### src/rtl/microbot_pkg.sv
// Shared definitions for the microbot motor driver.
//   chan_state_t : per-channel FSM state encoding
//   CMD_*        : 2-bit per-channel direction command codes {d,i}
//   MOTOR_*      : bit positions inside the 4-bit motors_cmd / pwm_out vectors
//   DEAD_W       : width of the dead-time counter (holds 1..255)
//   is_move      : true for a legal drive command (FWD or REV)
package microbot_pkg;

  typedef enum logic [1:0] {
    ST_IDLE  = 2'b00,
    ST_DEAD  = 2'b01,
    ST_DRIVE = 2'b10
  } chan_state_t;

  localparam logic [1:0] CMD_STOP = 2'b00;
  localparam logic [1:0] CMD_REV  = 2'b01;
  localparam logic [1:0] CMD_FWD  = 2'b10;
  localparam logic [1:0] CMD_ILL  = 2'b11;

  localparam int MOTOR_A_D = 3;
  localparam int MOTOR_A_I = 2;
  localparam int MOTOR_B_D = 1;
  localparam int MOTOR_B_I = 0;

  localparam int DEAD_W = 8;

  function automatic logic is_move(input logic [1:0] cmd);
    return (cmd == CMD_FWD) || (cmd == CMD_REV);
  endfunction

endpackage

### src/rtl/motor_pwm_channel.sv
// One H-bridge channel: IDLE/DEAD/DRIVE FSM, dead-time counter, duty
// soft-start ramp and sticky illegal-command fault.
// Optional build macro: MOTOR_BRAKE_EN (brake flag after a STOP from DRIVE).
// Ports:
//   clk, reset : clock, synchronous active-high reset
//   cmd        : decoded {d,i} command for this channel (STOP when disabled)
//   wrap       : high in the cycle the shared PWM counter is at its maximum
//   state      : current FSM state (also serves as the debug view)
//   dir        : latched direction (CMD_FWD / CMD_REV, CMD_STOP when idle)
//   duty       : current duty value compared against the PWM counter
//   drive_ok   : in DRIVE and this cycle's command keeps it there
//   brake      : IDLE brake flag (constant 0 without MOTOR_BRAKE_EN)
//   fault      : sticky, set by an illegal {d,i}=11 command
module motor_pwm_channel
  import microbot_pkg::*;
#(
  parameter int PWM_BITS    = 8,
  parameter int DEAD_CYCLES = 16,
  parameter int RAMP_STEP   = 32,
  parameter int DUTY_MAX    = 255
) (
  input  logic                clk,
  input  logic                reset,
  input  logic [1:0]          cmd,
  input  logic                wrap,
  output chan_state_t         state,
  output logic [1:0]          dir,
  output logic [PWM_BITS-1:0] duty,
  output logic                drive_ok,
  output logic                brake,
  output logic                fault
);

  logic [DEAD_W-1:0] dead_cnt;
  logic              move;
  // One extra bit so the ramp sum cannot wrap before saturation.
  logic [PWM_BITS:0] duty_sum;

  assign move     = is_move(cmd);
  assign duty_sum = {1'b0, duty} + (PWM_BITS+1)'(RAMP_STEP);
  // Any command other than the latched direction makes DRIVE exit this cycle,
  // so the output stage uses this to drop the legs with one cycle of latency.
  assign drive_ok = (state == ST_DRIVE) && (cmd == dir);

  always_ff @(posedge clk) begin
    if (reset) begin
      state    <= ST_IDLE;
      dir      <= CMD_STOP;
      dead_cnt <= '0;
      duty     <= '0;
      fault    <= 1'b0;
    end else begin
      if (cmd == CMD_ILL) fault <= 1'b1;
      case (state)
        ST_IDLE: begin
          duty <= '0;
          if (move) begin
            dir      <= cmd;
            dead_cnt <= DEAD_W'(DEAD_CYCLES);
            state    <= ST_DEAD;
          end
        end
        ST_DEAD: begin
          duty <= '0;
          if (!move) begin
            state <= ST_IDLE;
            dir   <= CMD_STOP;
          end else if (cmd != dir) begin
            dir      <= cmd;
            dead_cnt <= DEAD_W'(DEAD_CYCLES);
          end else if (dead_cnt == DEAD_W'(1)) begin
            // Counter reaches 0 here: DEAD_CYCLES cycles have been spent in DEAD.
            dead_cnt <= '0;
            state    <= ST_DRIVE;
          end else begin
            dead_cnt <= dead_cnt - DEAD_W'(1);
          end
        end
        ST_DRIVE: begin
          if (!move) begin
            state <= ST_IDLE;
            dir   <= CMD_STOP;
            duty  <= '0;
          end else if (cmd != dir) begin
            state    <= ST_DEAD;
            dir      <= cmd;
            dead_cnt <= DEAD_W'(DEAD_CYCLES);
            duty     <= '0;
          end else if (wrap) begin
            duty <= (duty_sum > (PWM_BITS+1)'(DUTY_MAX)) ? PWM_BITS'(DUTY_MAX)
                                                         : duty_sum[PWM_BITS-1:0];
          end
        end
        default: begin
          state <= ST_IDLE;
          dir   <= CMD_STOP;
          duty  <= '0;
        end
      endcase
    end
  end

`ifdef MOTOR_BRAKE_EN
  // Set when DRIVE is left on a STOP; cleared on the IDLE->DEAD transition.
  always_ff @(posedge clk) begin
    if (reset) begin
      brake <= 1'b0;
    end else if ((state == ST_DRIVE) && !move) begin
      brake <= 1'b1;
    end else if ((state == ST_IDLE) && move) begin
      brake <= 1'b0;
    end
  end
`else
  assign brake = 1'b0;
`endif

endmodule

### src/rtl/motor_pwm_driver.sv
// Motor PWM driver: takes the 4-bit direction command and drives two
// independent H-bridge channels with soft-started PWM and dead-time.
// Optional build macro: MOTOR_BRAKE_EN (IDLE after STOP from DRIVE outputs 11).
// Ports:
//   clk, reset : clock, synchronous active-high reset
//   en         : 0 forces both channels to STOP
//   motors_cmd : {A_d, A_i, B_d, B_i}
//   pwm_out    : registered H-bridge leg drives, same bit order as motors_cmd
//   busy       : registered per channel ([1]=A, [0]=B), 1 while DEAD or DRIVE
//   fault      : sticky per channel, illegal {d,i}=11 seen since reset
module motor_pwm_driver
  import microbot_pkg::*;
#(
  parameter int PWM_BITS    = 8,
  parameter int DEAD_CYCLES = 16,
  parameter int RAMP_STEP   = 32,
  parameter int DUTY_MAX    = 255
) (
  input  logic       clk,
  input  logic       reset,
  input  logic       en,
  input  logic [3:0] motors_cmd,
  output logic [3:0] pwm_out,
  output logic [1:0] busy,
  output logic [1:0] fault
);

  logic [PWM_BITS-1:0] pwm_cnt;
  logic                wrap;
  logic [1:0]          cmd_a, cmd_b;

  chan_state_t         state_a, state_b;
  logic [1:0]          dir_a, dir_b;
  logic [PWM_BITS-1:0] duty_a, duty_b;
  logic                drive_ok_a, drive_ok_b;
  logic                brake_a, brake_b;
  logic                fault_a, fault_b;
  logic [1:0]          legs_a, legs_b;

  assign wrap  = &pwm_cnt;
  assign cmd_a = en ? motors_cmd[MOTOR_A_D:MOTOR_A_I] : CMD_STOP;
  assign cmd_b = en ? motors_cmd[MOTOR_B_D:MOTOR_B_I] : CMD_STOP;

  always_ff @(posedge clk) begin
    if (reset) pwm_cnt <= '0;
    else       pwm_cnt <= pwm_cnt + PWM_BITS'(1);
  end

  motor_pwm_channel #(
    .PWM_BITS(PWM_BITS), .DEAD_CYCLES(DEAD_CYCLES),
    .RAMP_STEP(RAMP_STEP), .DUTY_MAX(DUTY_MAX)
  ) u_chan_a (
    .clk(clk), .reset(reset), .cmd(cmd_a), .wrap(wrap),
    .state(state_a), .dir(dir_a), .duty(duty_a),
    .drive_ok(drive_ok_a), .brake(brake_a), .fault(fault_a)
  );

  motor_pwm_channel #(
    .PWM_BITS(PWM_BITS), .DEAD_CYCLES(DEAD_CYCLES),
    .RAMP_STEP(RAMP_STEP), .DUTY_MAX(DUTY_MAX)
  ) u_chan_b (
    .clk(clk), .reset(reset), .cmd(cmd_b), .wrap(wrap),
    .state(state_b), .dir(dir_b), .duty(duty_b),
    .drive_ok(drive_ok_b), .brake(brake_b), .fault(fault_b)
  );

  // Leg selection. Only one leg can be active from DRIVE; the 11 pattern is
  // reachable only through the brake flag, which exists only in IDLE.
  always_comb begin
    legs_a = 2'b00;
    if (drive_ok_a && (pwm_cnt < duty_a)) legs_a = (dir_a == CMD_FWD) ? 2'b10 : 2'b01;
    else if ((state_a == ST_IDLE) && brake_a) legs_a = 2'b11;
  end

  always_comb begin
    legs_b = 2'b00;
    if (drive_ok_b && (pwm_cnt < duty_b)) legs_b = (dir_b == CMD_FWD) ? 2'b10 : 2'b01;
    else if ((state_b == ST_IDLE) && brake_b) legs_b = 2'b11;
  end

  always_ff @(posedge clk) begin
    if (reset) begin
      pwm_out <= '0;
      busy    <= '0;
    end else begin
      pwm_out <= {legs_a, legs_b};
      busy    <= {state_a != ST_IDLE, state_b != ST_IDLE};
    end
  end

  assign fault = {fault_a, fault_b};

endmodule

### config.mk
export PLATFORM = sky130hd
export DESIGN_NAME = motor_pwm_driver
export DESIGN_NICKNAME = d
export VERILOG_FILES = /design/src/rtl/microbot_pkg.sv /design/src/rtl/motor_pwm_channel.sv /design/src/rtl/motor_pwm_driver.sv
export SDC_FILE = /design/constraint.sdc
export NUM_CORES = 1
export LEC_CHECK = 0
export ABC_AREA = 1
export ABC_CLOCK_PERIOD_IN_PS = 3100
export CAP_MARGIN = 30
export CORE_MARGIN = 4
export CORE_UTILIZATION = 60
export DETAILED_ROUTE_END_ITERATION = 6
export GPL_ROUTABILITY_DRIVEN = 0
export PLACE_DENSITY = 0.79
export SYNTH_ARGS = -nofsm -noshare
export SYNTH_HDL_FRONTEND = slang
export SYNTH_SLANG_ARGS = --single-unit
### constraint.sdc
create_clock -name clk -period 3.1 [get_ports clk]
set_clock_uncertainty 0.1 [all_clocks]
set_input_delay 0.31 -clock clk [delete_from_list [all_inputs] [get_ports clk]]
set_output_delay 0.31 -clock clk [all_outputs]
set_load 0.03 [all_outputs]
# Word level (Yosys, flattened, before mapping)
# Index checks and enable logic that the tools add are counted.
# word_totals
romBits,0
ff_bits,56
ram_bits,0
out_inout_bits,8
n_memories,0
latch_bits,0
# op_classes
bitwise,6
magnitude_cmp,4
n_eq_ne,34
n_mul,0
shift,0
div_mod_pow,0
add_sub_neg,5
n_mux,42
reduce_logical,25
# ops
operator,count
2-to-1 mux 8 bit,14
case mux 8 bit (3 select lines),2
2-to-1 mux 2 bit,22
"inequality test 3 bit, second input constant",8
"adder 8 x 6 -> 9 bit, second input constant",2
"greater-than comparator 9 x 8 -> 1 bit, second input constant",2
"== test 2 bit, second input constant",8
"== test 8 x 1 -> 1 bit, second input constant",2
< comparator 8 bit,2
"subtractor 8 x 1 -> 8 bit, second input constant",2
"inequality test 2 x 1 -> 1 bit, second input constant",6
case mux 2 bit (3 select lines),2
AND reduction 5 bit,2
"adder 8 x 1 -> 8 bit, second input constant",1
"== test 2 x 1 -> 1 bit, second input constant",4
case mux 2 bit (2 select lines),2
AND reduction 4 bit,2
AND reduction 8 bit,1
OR reduction 2 bit,4
OR reduction 4 bit,2
inverter 1 bit,6
nonzero test 3 bit,2
== test 2 bit,2
logical AND 1 bit,4
other kinds (6),12

# Depth between registers and ports, before layout
# depth
word_depth,6
ltp_mapped,13
ltp_nobuf,12

# By module
# A second synthesis with hierarchy kept.
# hier_totals
hier_cells,562
area_unflattened_um2,3557.2
# by_module_without_submodules
module,area_per_inst_um2,seq_area_each_um2,cells_per_inst,instances
motor_pwm_channel,1276.2,340.3,204,2
motor_pwm_driver,1004.7,280.3,154,1

# Least setup slack after synthesis
# No wires, ideal clock.
# synth_path
path_kind,input to register
from,input en
to,register u_chan_a.dead_cnt[3]
setup_ns,0.064
t_arrival_ns,1.660
stages,11
slack_ns,1.276
path_cell_list,buf_6 nand2_4 inv_2 ha_1 nand2_1 inv_1 nor3_2 nand2_4 o21ai_0 nand2_1 nor2_1
# synth_via
elab_chain_cells,5
elab_cells_between_ends,13
classes_between,7 x eq/ne; 4 x mux; 2 x reduce/logical
# synth_rtl
element,line_no,text
from (decl),motor_pwm_driver.sv:21,"input logic en,"
2-to-1 mux 2 bit (*),motor_pwm_driver.sv:41,assign cmd_a = en ? motors_cmd[MOTOR_A_D:MOTOR_A_I] : CMD_STOP;
"inequality test 2 bit, or another cell as far along","motor_pwm_channel.sv:68, motor_pwm_channel.sv:84",
2-to-1 mux 8 bit / logical OR 1 bit (equally long branches),"motor_pwm_channel.sv:68, microbot_pkg.sv:28",
2-to-1 mux 8 bit / inequality test 2 x 1 -> 1 bit (equally long branches),n/a,
case mux 8 bit (3 select lines) / AND reduction 5 bit (equally long branches),n/a,
to (signal assigned),motor_pwm_channel.sv:59,dead_cnt <= DEAD_W'(DEAD_CYCLES);
to (signal assigned),motor_pwm_channel.sv:70,dead_cnt <= DEAD_W'(DEAD_CYCLES);
to (signal assigned),motor_pwm_channel.sv:87,dead_cnt <= DEAD_W'(DEAD_CYCLES);
to (decl),motor_pwm_channel.sv:34,logic [DEAD_W-1:0] dead_cnt;
# Every way passes the cells marked *; elsewhere a longest branch is shown, timed or not. The select of a mux whose other input is x is not followed.
# A chain may end at the register's enable or synchronous reset.

# Worst setup path after layout
# Ends and elaborated chain as after synthesis.

==> out/qor.yml <==
run_status:
  status: "complete, no violations"
route:
  wl_per_cell_um: 11.8
  drtPass1Iterations: 5
  ant_nets: 0
  vias: 2777
  totalWireLength_um: 6310
  viasPerCell: 5.19
  first_iter_violations: 152
  drcViolationCount: 0
cts:
  cts_inserted_buffers: 5
  holdBufCountCts: 0
  clock-root-buffer: "clkbuf_8"
  cts_setup_buffers: 0
  clk_pin_slew_ns: 0.08
  clock_path_buffers: 2
  insertion_delay_ns: 0.30
  ctsResizeCount: 0
  cts_sinks: 48
  htree_levels: 2
  cts_tree: "done"
timing:
  setup_tns_ns: 0
  slew_violations: 0
  rsz0062_at_grt: "false"
  relSlewSlack: 0.534
  max_freq_ghz: 0.418
  fin_crit_sh: 0.771
  tightest_slew_ns: 0.698
  hold_violations: 0
  setup_viol: 0
  period_minus_slack_ns: 2.39
yosys:
  synth_top_area_frac: 0.308
  synth.yosys.seq_area_share: 0.308
  ys_warn_count: 0
  postSynthNetCount: 497
  ys_ff_latch: 48
  synth_top_cell_by_area: "dfxtp_1"
  syn_area_per_cell_sq_um: 6.88
  ys_types: 29
  syn_area_sq_um: 3120
  synth_cells: 453
  ys_top_cells_by_area: "dfxtp_1 (31%), ha_1 (15%), nand2_1 (10%)"
job:
  cap_violations: 0
cells_and_area:
  fin_area_sq_um: 3390
  diodes: 0
  drive_gt1_frac: 0.0726
  n_fill_cell: 440
  nets: 512
  area_growth_pct: 8.59
hold_path:
  hold-path-cell-count: 2
  min_path_type: "flip-flop to flip-flop"
  min-delay-start: "u_chan_a.fault$_SDFFE_PP0N_"
  whs_endpoint: "u_chan_a.fault$_SDFFE_PP0N_"
worst_setup_path:
  cp-end-kind: "flip-flop"
  reg2reg_setup_slack_ns: 1.11
  crit_arrival_ns: 2.53
  critical_path.max_fanout: 10
  critPathLaunchType: "primary input"
  critPathKind: "primary input to flip-flop"
  crit_buf_inv: 3
  cpMaxStageDelayCell: "clkdlybuf4s50_1"
  r2r_cells: 10
  r2r-end: "u_chan_b.duty[5]$_SDFFE_PP0P_"
  reg2reg_from: "pwm_cnt[0]$_SDFF_PP0_"
  cp.required_ns: 3.24
  critPathMaxStageDelay_ns: 0.76
  crit_family: "buffers and inverters"
  path_cells: "clkdlybuf4s50_1, nand2_4, inv_2, ha_1, nand2_1, inv_1, nor3_2, nand2_4, o21ai_0, nand2_1, nor2_1"
die:
  pin_count: 15
  dieArea_sq_um: 6410
  coreArea_sq_um: 4880
  start_util: 0.639
  die_h_um: 80.1
  num_rows: 25
  die_x_um: 80.1
global_route:
  antenna_found_initial: 0
  grt_first_pass_wirelength_um: 11300
  grt.total_usage: 0.217
  grt.overflow.total: 0
  grt_pass1_vias: 2693
  grt_max_degree: 23
pwr:
  total_leakage_power_uw: 0.00157
  peakVddDrop_v: 0.000454
  power_density_nw_per_um2: 647
placement:
  dp_hpwl_um: 4890
  placement.cell_area_sq_um: 3310
  io_buffers: 14
-- power breakdown --
part | internal (uW) | leakage, uW | switching, uW
Clock | 154 | 0.0000410 | 200
Sequential | 731 | 0.000392 | 78.3
Combinational | 367 | 0.00113 | 663
-- per-stage QoR --
step,hold slack (ns),instances,utilization,setup WS [ns],power [uW]
2_1_floorplan,0.336,453,-,1.28,1630
3_3_place_gp,0.349,528,0.678,0.541,1820
3_5_place_dp,0.366,528,0.678,0.419,1840
4_1_cts,0.386,535,0.694,0.727,2200
5_1_grt,0.418,535,0.694,0.462,2420
6_report,0.379,535,0.694,0.710,2190
-- registers in the layout (all words and copies together) (netlist names), 4 cells and up --
name and flops:
pwm_cnt 8, u_chan_a.dead_cnt 8, u_chan_b.duty 4, pwm_out 4, u_chan_b.dead_cnt 8, u_chan_a.duty 4
-- worst min-delay path: stages (launching register included) --
cell and delay, ns:
dfxtp_1 0.33, nor2_1 0.05, nor2_1 0.07
-- final cells by class --
| class | instances | area (sq um) | area share |
|---|---|---|---|
| Multi-Input combinational cell | 322 | 1830 | 0.540 |
| Sequential cell | 48 | 961 | 0.284 |
| Inverter | 76 | 288 | 0.0850 |
| Timing Repair Buffer | 15 | 148 | 0.0436 |
| Tap cell | 67 | 83.8 | 0.0248 |
| Clock buffer | 6 | 72.6 | 0.0214 |
| Clock inverter | 1 | 5.00 | 0.00148 |
-- how the worst max path moves through the flow --
| stage | endpoint | from | cells past startpoint |
|---|---|---|---|
| after floorplan | u_chan_a.dead_cnt[3]$_SDFFE_PP0P_ | en | 11 |
| after global placement | u_chan_a.dead_cnt[3]$_SDFFE_PP0P_ | en | 11 |
| after detailed placement | u_chan_a.dead_cnt[3]$_SDFFE_PP0P_ | en | 11 |
| after CTS | u_chan_a.dead_cnt[3]$_SDFFE_PP0P_ | en | 11 |
| after global routing | u_chan_a.dead_cnt[3]$_SDFFE_PP0P_ | en | 11 |
| final | u_chan_a.dead_cnt[3]$_SDFFE_PP0P_ | en | 11 |
-- metal layers --
| layer | share of wire | vias to the layer above | track usage |
|---|---|---|---|
| li1 | - | 1469 | - |
| met1 | 0.46 | 1254 | 0.265 |
| met2 | 0.50 | 47 | 0.378 |
| met3 | 0.034 | 7 | 0.0437 |
| met4 | 0.010 | 0 | 0.0726 |
| met5 | 0 | - | 0 |
-- synthesized netlist by cell type --
cell       number
nand2_4         6
o21ai_0        28
inv_4           1
nor2_4          1
o2111ai_1       2
xor2_1          6
or2_2           1
dfxtp_1        48
nand4_1         9
nor3_2          2
buf_6           1
buf_4           2
nand2_1        83
xnor2_1         1
o211ai_1        1
inv_2           5
clkbuf_1        2
nor3_1         11
ha_1           37
inv_1          70
nand3_1        19
a21oi_1        32
a21boi_0        1
o21ai_1         6
buf_1           2
a211o_1         1
nor2_1         64
nand2_2         6
nor2_2          5
-- logic make-up (layout without fill, tap and decap cells) --
group	Yosys count	after routing	synth area share
AOI/OAI and AO/OA	71	71	0.119
and+or+nand+nor	207	207	0.299
DFF	48	48	0.308
xor gates and xnor gates	7	7	0.0197
buffers and inverters	83	98	0.106
adders and majority gates	37	37	0.148
-- cells in the final DEF (no fill, tap or decap), types with 11 or more instances in the layout --
master,instances
clkdlybuf4s50_1,14
nand2_1,83
a21oi_1,32
o21ai_0,28
nand3_1,19
nor3_1,11
nor2_1,64
dfxtp_1,48
ha_1,37
inv_1,70
(Power assumes the default switching activity.)
